===== src/rtl/multicycle_control.sv =====
// Multi-cycle main control FSM: FETCH/DECODE/EXEC/MEM/WB sequencing with ack-wait timeout and sticky trap.
// Strobes decode from state (ack/zero qualified in the same cycle); requests are held until ack and drop while rst_n is low.
module multicycle_control #(
  parameter int MEM_TIMEOUT = 16,
  parameter int CNT_W       = 5
) (
  input  logic        clk,
  input  logic        rst_n,
  input  logic [31:0] instruction,
  input  logic        imem_ack,
  input  logic        dmem_ack,
  input  logic        zero,
  output logic        imem_req,
  output logic        ir_write,
  output logic        pc_write,
  output logic [1:0]  pc_src,
  output logic        alu_src_a,
  output logic [1:0]  alu_src_b,
  output logic [2:0]  ALUOp,
  output logic        dmem_rd,
  output logic        dmem_wr,
  output logic        reg_write,
  output logic        mem_to_reg,
  output logic        reg_dst,
  output logic        retire,
  output logic        trap
);

  localparam logic [5:0] OP_R    = 6'b000000;
  localparam logic [5:0] OP_LW   = 6'b100011;
  localparam logic [5:0] OP_SW   = 6'b101011;
  localparam logic [5:0] OP_ADDI = 6'b001000;
  localparam logic [5:0] OP_BEQ  = 6'b000100;
  localparam logic [5:0] OP_ANDI = 6'b001100;
  localparam logic [5:0] OP_ORI  = 6'b001101;
  localparam logic [5:0] OP_SLTI = 6'b001010;
  localparam logic [5:0] OP_J    = 6'b000010;

  typedef enum logic [2:0] {
    S_FETCH, S_DECODE, S_EXEC, S_JUMP, S_MEMRD, S_MEMWR, S_WB, S_TRAP
  } state_t;

  state_t           state;
  logic [CNT_W-1:0] wait_cnt;
  logic [5:0]       opcode;
  logic             unused_imm;
  logic             is_r, is_lw, is_sw, is_beq, is_j, legal;
  logic [2:0]       alu_op_dec;
  logic             mem_ack, timeout_hit;

  assign opcode     = instruction[31:26];
  assign unused_imm = ^instruction[25:0];
  assign is_r       = (opcode == OP_R);
  assign is_lw      = (opcode == OP_LW);
  assign is_sw      = (opcode == OP_SW);
  assign is_beq     = (opcode == OP_BEQ);
  assign is_j       = (opcode == OP_J);

  always_comb begin
    alu_op_dec = 3'b000;
    legal      = 1'b1;
    case (opcode)
      OP_R:                   alu_op_dec = 3'b010;
      OP_LW, OP_SW, OP_ADDI:  alu_op_dec = 3'b000;
      OP_BEQ:                 alu_op_dec = 3'b001;
      OP_ANDI:                alu_op_dec = 3'b100;
      OP_ORI:                 alu_op_dec = 3'b101;
      OP_SLTI:                alu_op_dec = 3'b110;
      OP_J:                   alu_op_dec = 3'b000;
      default:                legal      = 1'b0;
    endcase
  end

  // Only the ack belonging to the current wait state counts; ack on the last allowed cycle wins over timeout.
  assign mem_ack     = (state == S_FETCH) ? imem_ack : dmem_ack;
  assign timeout_hit = (wait_cnt == CNT_W'(MEM_TIMEOUT - 1));

  always_ff @(posedge clk) begin
    if (!rst_n) begin
      state    <= S_FETCH;
      wait_cnt <= '0;
    end else begin
      case (state)
        S_FETCH, S_MEMRD, S_MEMWR: begin
          if (mem_ack) begin
            wait_cnt <= '0;
            case (state)
              S_FETCH: state <= S_DECODE;
              S_MEMRD: state <= S_WB;
              default: state <= S_FETCH;
            endcase
          end else if (timeout_hit) begin
            wait_cnt <= '0;
            state    <= S_TRAP;
          end else begin
            wait_cnt <= wait_cnt + CNT_W'(1);
          end
        end
        S_DECODE: begin
          wait_cnt <= '0;
          if (is_j)       state <= S_JUMP;
          else if (legal) state <= S_EXEC;
          else            state <= S_TRAP;
        end
        S_EXEC: begin
          wait_cnt <= '0;
          if (is_lw)       state <= S_MEMRD;
          else if (is_sw)  state <= S_MEMWR;
          else if (is_beq) state <= S_FETCH;
          else             state <= S_WB;
        end
        S_JUMP, S_WB: begin
          wait_cnt <= '0;
          state    <= S_FETCH;
        end
        default: begin
          wait_cnt <= '0;
          state    <= S_TRAP;
        end
      endcase
    end
  end

  always_comb begin
    imem_req   = 1'b0;
    ir_write   = 1'b0;
    pc_write   = 1'b0;
    pc_src     = 2'b00;
    alu_src_a  = 1'b0;
    alu_src_b  = 2'b00;
    ALUOp      = 3'b000;
    dmem_rd    = 1'b0;
    dmem_wr    = 1'b0;
    reg_write  = 1'b0;
    mem_to_reg = 1'b0;
    reg_dst    = 1'b0;
    retire     = 1'b0;
    trap       = 1'b0;
    if (rst_n) begin
      case (state)
        S_FETCH: begin
          imem_req  = 1'b1;
          alu_src_b = 2'b01;
          ir_write  = imem_ack;
          pc_write  = imem_ack;
        end
        S_DECODE: alu_src_b = 2'b11;
        S_EXEC: begin
          alu_src_a = 1'b1;
          alu_src_b = (is_r || is_beq) ? 2'b00 : 2'b10;
          ALUOp     = alu_op_dec;
          if (is_beq) begin
            pc_write = zero;
            pc_src   = 2'b01;
            retire   = 1'b1;
          end
        end
        S_JUMP: begin
          pc_write = 1'b1;
          pc_src   = 2'b10;
          retire   = 1'b1;
        end
        S_MEMRD: dmem_rd = 1'b1;
        S_MEMWR: begin
          dmem_wr = 1'b1;
          retire  = dmem_ack;
        end
        S_WB: begin
          reg_write  = 1'b1;
          retire     = 1'b1;
          mem_to_reg = is_lw;
          reg_dst    = is_r;
        end
        default: trap = 1'b1;
      endcase
    end
  end

endmodule


===== config.mk =====
export PLATFORM = sky130hd
export DESIGN_NAME = multicycle_control
export DESIGN_NICKNAME = d
export VERILOG_FILES = /design/src/rtl/multicycle_control.sv
export SDC_FILE = /design/constraint.sdc
export NUM_CORES = 1
export LEC_CHECK = 0
export BUFFER_PORTS_ARGS = -buffer_cell sky130_fd_sc_hd__clkbuf_2
export CAP_MARGIN = 20
export CELL_PAD_IN_SITES_DETAIL_PLACEMENT = 1
export CELL_PAD_IN_SITES_GLOBAL_PLACEMENT = 1
export CORE_ASPECT_RATIO = 1.4
export CORE_MARGIN = 2
export CORE_UTILIZATION = 29
export DETAILED_ROUTE_END_ITERATION = 10
export PLACE_DENSITY_LB_ADDON = 0.25
export SETUP_SLACK_MARGIN = 0.15
export SYNTH_ARGS = -nofsm -noshare
export SYNTH_HDL_FRONTEND = slang
export SYNTH_SLANG_ARGS = --single-unit

===== constraint.sdc =====
create_clock -name clk -period 3.2 [get_ports clk]
set_clock_uncertainty 0.05 [all_clocks]
set_input_delay 0.64 -clock clk [delete_from_list [all_inputs] [get_ports clk]]
set_output_delay 0.64 -clock clk [all_outputs]
set_load 0.005 [all_outputs]

[Yosys cells after proc, flatten, opt, wreduce, memory -nomap -nowiden]
Cells that the tools add are included.
Storage, ports and cells
  register bits after elaboration: 8
  input port bits: 37
  word-level logic and storage cells: 73
Operators by class
  add/subtract/negate cells: 1
  equality and inequality tests: 16
  muxes and demuxes: 44
  bitwise logic cells: 2
  reductions and logical operators: 8
Operators with widths (number)
  $mux W3: 9
  $mux W1: 25
  $eq A6 B4 Y1 const B: 4
  $pmux W3 S5: 1
  $eq A6 B6 Y1 const B: 2
  $pmux W3 S4: 1
  $eq A3 B3 Y1 const B: 3
  $reduce_or A9 Y1: 1
  $reduce_or A7 Y1: 1
  $eq A3 B2 Y1 const B: 2
  $eq A6 B2 Y1 const B: 1
  $eq A6 B3 Y1 const B: 1
  $logic_not A6 Y1: 1
  $mux W2: 3
  $pmux W1 S3: 2
  $pmux W2 S3: 1
  $pmux W3 S2: 1
  $add A5 B1 Y5 const B: 1
  $eq A5 B4 Y1 const B: 1
  $pmux W2 S2: 1
  $reduce_or A4 Y1: 1
  $eq A3 B1 Y1 const B: 1
  $logic_not A3 Y1: 1
  $ne A3 B3 Y1 const B: 1
  other kinds (4): 5

[Logic depth before layout (Yosys ltp)]
  word-level depth: 6
  mapped depth: 7
  gate-level depth less buffers: 7

[Least setup slack after synthesis]
Ideal clock, no wire load.
  path type: input port to output port
  start point: input port rst_n
  end point: output port ALUOp[0]
  data arrival time: 1.547 ns
  required time: 2.510 ns
  slack: 0.963 ns
  cell stages on the path: 4
  path buffers: 1
  cell sequence: buf_2 -> nand2_1 -> or3_4 -> nor4b_2
On the way
  longest elaborated chain between the ends: 1
Ends and longest elaborated chain
  start, declared: line 8  | input logic rst_n,
  $mux W3: line 139  | if (rst_n) begin
  end, declared: line 19  | output logic [2:0] ALUOp,
Every way passes these cells.

[Worst setup path in the final report]
  start point: register state[2]
  end point: output port ALUOp[0]
On the way
  longest elaborated chain between the ends: 3
Ends and longest elaborated chain
  start, declared: line 43  | state_t state;
  start signal, assigned: line 80  | state <= S_FETCH;
  start signal, assigned: line 88  | S_FETCH: state <= S_DECODE;
  start signal, assigned: line 89  | S_MEMRD: state <= S_WB;
  $eq A3 B2 Y1: line 140  | case (state)
  $mux W3: line 140
  $mux W3: line 139
Every way passes these cells.

==> out/results.md <==
## STA
• 0.398 ns — Min Hold Slack
• 0.687 — Slew headroom
• 0 — Final Hold Viols
• false — RSZ-0062 raised after global routing
• 0.468 ns — transition time of the tightest slew-check pin
• 0 — number of max-slew violations in the final report
• 2.54 ns — minimum clock period
• 394 MHz — achievable clock frequency
• 0 ns — summed negative setup slack over all endpoints
• 0 — Final setup violation count
• 0.794 — post-route fraction of the period consumed by the critical path

## Floorplan
• 3150 um2 — Total Die Area
• 2620 um2 — Floorplan Core Area
• 65.6 um — die extent in y
• 48.0 um — width of the die
• 0.301 — starting density of the core
• 55 — count of pins on the block boundary
• 22 — Row Count

## Hold path
• wait_cnt[0]$_SDFF_PP0_ — Min-Delay Endpoint
• wait_cnt[0]$_SDFF_PP0_ — min-delay src
• 1 — count of cells along the worst hold path
• reg2reg — class of the tightest hold or removal check

## Logic synthesis
• 8 — number of register bits inferred by synthesis
• 142 — total nets after synthesis
• 787 um2 — summed instance area of the synthesized netlist
• 103 — synthesized instance count
• sky130_fd_sc_hd__dfxtp_1 — cell type contributing the most total cell area after synthesis
• sky130_fd_sc_hd__dfxtp_1 — prevailing post-synth register cell
• 0 — Synthesis Warnings
• sky130_fd_sc_hd__dfxtp_1 (20%), sky130_fd_sc_hd__nor2_1 (7.6%), sky130_fd_sc_hd__nand2_1 (4.8%), sky130_fd_sc_hd__buf_6 (4.3%), sky130_fd_sc_hd__xor2_1 (3.3%) — leading cell types by total area after synthesis
• 45 — count of different cell masters after synthesis
• 0 — count of flip-flops with a built-in enable after synthesis
• 7.64 um2 — Mean Syn Cell Area
• 0 — Post-synth ARST share
• 0.203 — Seq/Total Area, Yosys
• 0.203 — Yosys top cell area share

## Placed design
• 0.760 — routability congestion estimate from global placement
• 1.74 mm — sum of net half-perimeters after detailed placement
• 28 — number of buffers added on ports

## Finish
• 19.7% — layout-stage area growth over the synthesis result
• 347 — fillers
• 0 — number of antenna cells inserted
• 548 um2 — multi-input logic area
• 168 — post-layout net count
• 0.323 — share of cells above drive strength 1
• 160 um2 — register area

## Power and ir drop
• 0.000408 uW — static leakage
• 230 uV — peak supply drop
• 601 nW/um2 — Power per Cell Area

## Setup path
• 4 — count of cells along the worst register-to-register path
• state[0]$_SDFFE_PN0P_ — capture point of the worst reg-to-reg path
• 2 — Critical path buffers and inverters
• 12 — critical path peak fanout
• output pin — critical path capture point type
• 2.51 ns — Crit path required time
• 0.44 ns — worst stage delay on the critical path
• register — crit start category
• 1.85 ns — Critical Path AT
• inv_1, nand2_1, or3_4, nor4b_2, clkbuf_2 — cell breakdown of the critical path
• state[0]$_SDFFE_PN0P_ — reg-to-reg critical path startpoint
• simple AND/OR/NAND/NOR gates — cell type group with the largest total delay on the critical path
• 1.48 ns — minimum setup slack among reg-to-reg paths
• reg2out — kind of critical path
• sky130_fd_sc_hd__or3_4 — slowest stage cell on the critical path

## Route
• 13.2 um — average wire per cell in the routed design
• 5.20 — DR vias/cell
• 847 — vias after detailed routing
• 3 — first-pass detailed-route iteration total
• 0 — remaining antenna violation count after routing
• 2.14 mm — sum of routed wire length over all layers
• 0 — drc violations
• 10 — DRC violation total after the first TritonRoute iteration

## Global route
• 0.151 — global-route total usage across every layer
• 860 — via count of the first global-routing pass
• 0 — number of antenna violations at the first check in global routing
• 18 — maximum number of pins on one net before global-route repair
• 0 — overflow left after global routing
• 3.53 mm — first-pass GRT wire length

## CTS
• 0.25 ns — insertion delay of the later-clocked pin in the worst-skew pair
• 1 — number of H-tree levels
• done — TritonCTS clock tree
• 2 — worst-case clock buffer depth
• sky130_fd_sc_hd__clkbuf_4 — CTS Root Cell
• 0 — Hold-fix buffers, CTS
• 3 — Num CTS Buffers
• 0.05 ns — post-CTS clock slew at the launch and capture registers of the worst setup and hold paths
• 0 — CTS-repair resized insts
• 0 — count of buffers added by post-CTS timing repair for setup
• 8 — number of sinks handled by clock tree synthesis

## Status
• finished, final reports clean — result of the run

## Job
• 0 — max-cap violations

## cell usage in the layout (no fill, tap or decap), types with 3 or more instances in the layout
cell type                   n
sky130_fd_sc_hd__nor2_1    16
sky130_fd_sc_hd__nand3_1    3
sky130_fd_sc_hd__clkbuf_2  28
sky130_fd_sc_hd__xor2_1     3
sky130_fd_sc_hd__inv_1      4
sky130_fd_sc_hd__nor2b_1    4
sky130_fd_sc_hd__clkbuf_4   3
sky130_fd_sc_hd__dfxtp_1    8
sky130_fd_sc_hd__nand2_1   10
sky130_fd_sc_hd__nor3_1     5
## cell families after synthesis
family,synth area share
and+or+nand+nor,0.409
muxes,0.0127
adders and majority gates,0.0318
xor gates and xnor gates,0.0445
DFF,0.203
buffers and inverters,0.100
AOI/OAI and AO/OA,0.199
## metrics by stage
step           utilization  worst slack [ns]  total power [uW]  instances  instance area, um2
3_3_place_gp         0.352             0.685               490        160                 920
2_1_floorplan            -             0.963               400        103                 787
3_5_place_dp         0.352             0.657               499        160                 920
5_1_grt              0.360             0.493               627        163                 942
6_report             0.360             0.661               566        163                 942
4_1_cts              0.360             0.621               578        163                 942
## worst max-delay path by stage
| stage | start | end | slack (ns) | cells after the start |
|---|---|---|---|---|
| after floorplan | rst_n | ALUOp[0] | 0.96 | 4 |
| after global placement | rst_n | ALUOp[1] | 0.69 | 5 |
| after detailed placement | rst_n | ALUOp[0] | 0.66 | 5 |
| after CTS | state[2]$_SDFFE_PN0P_ | ALUOp[0] | 0.62 | 5 |
| after global routing | state[2]$_SDFFE_PN0P_ | ALUOp[0] | 0.49 | 5 |
| final | state[2]$_SDFFE_PN0P_ | ALUOp[0] | 0.66 | 5 |
## worst register-to-register path, cell delays in order, from the launching register on
cell and delay [ns]:
sky130_fd_sc_hd__dfxtp_1 0.61, sky130_fd_sc_hd__nand2b_1 0.24, sky130_fd_sc_hd__a211oi_2 0.23, sky130_fd_sc_hd__nor3b_1 0.31, sky130_fd_sc_hd__o221a_1 0.23
## final cells by class
cell class,instances,area share
clock buffers,3,0.0239
well taps,36,0.0478
flip-flops and latches,8,0.170
multi-input cells,82,0.582
repair buffers,29,0.157
inverters,5,0.0199
## cells in the mapped netlist (3+ instances only)
library cell and number:
sky130_fd_sc_hd__nor2b_1 4, sky130_fd_sc_hd__buf_2 3, sky130_fd_sc_hd__nor2_1 16, sky130_fd_sc_hd__xor2_1 3, sky130_fd_sc_hd__nand3_1 3, sky130_fd_sc_hd__nor3_1 5
sky130_fd_sc_hd__inv_1 4, sky130_fd_sc_hd__nand2_1 10, sky130_fd_sc_hd__buf_6 3, sky130_fd_sc_hd__dfxtp_1 8
## flip-flops by register name, summed over array words and instances, names as in the netlist
name      count
state         3
wait_cnt      5
## power by group
part | switching (uW) | internal [uW]
clock | 32.5 | 42.8
combinational | 178 | 143
sequential | 46.3 | 123
## per-layer routing
| metal | share of wire | vias to the layer above | global-route usage | wire length, um |
|---|---|---|---|---|
| met1 | 0.40 | 407 | 0.157 | 850 |
| met3 | 0.027 | 4 | 0.0165 | 58 |
| met4 | 0.014 | 0 | 0.0811 | 29 |
| met5 | 0 | - | 0 | 0 |
| li1 | - | 421 | - | - |
| met2 | 0.56 | 15 | 0.273 | 1210 |
(Power assumes the default switching activity.)
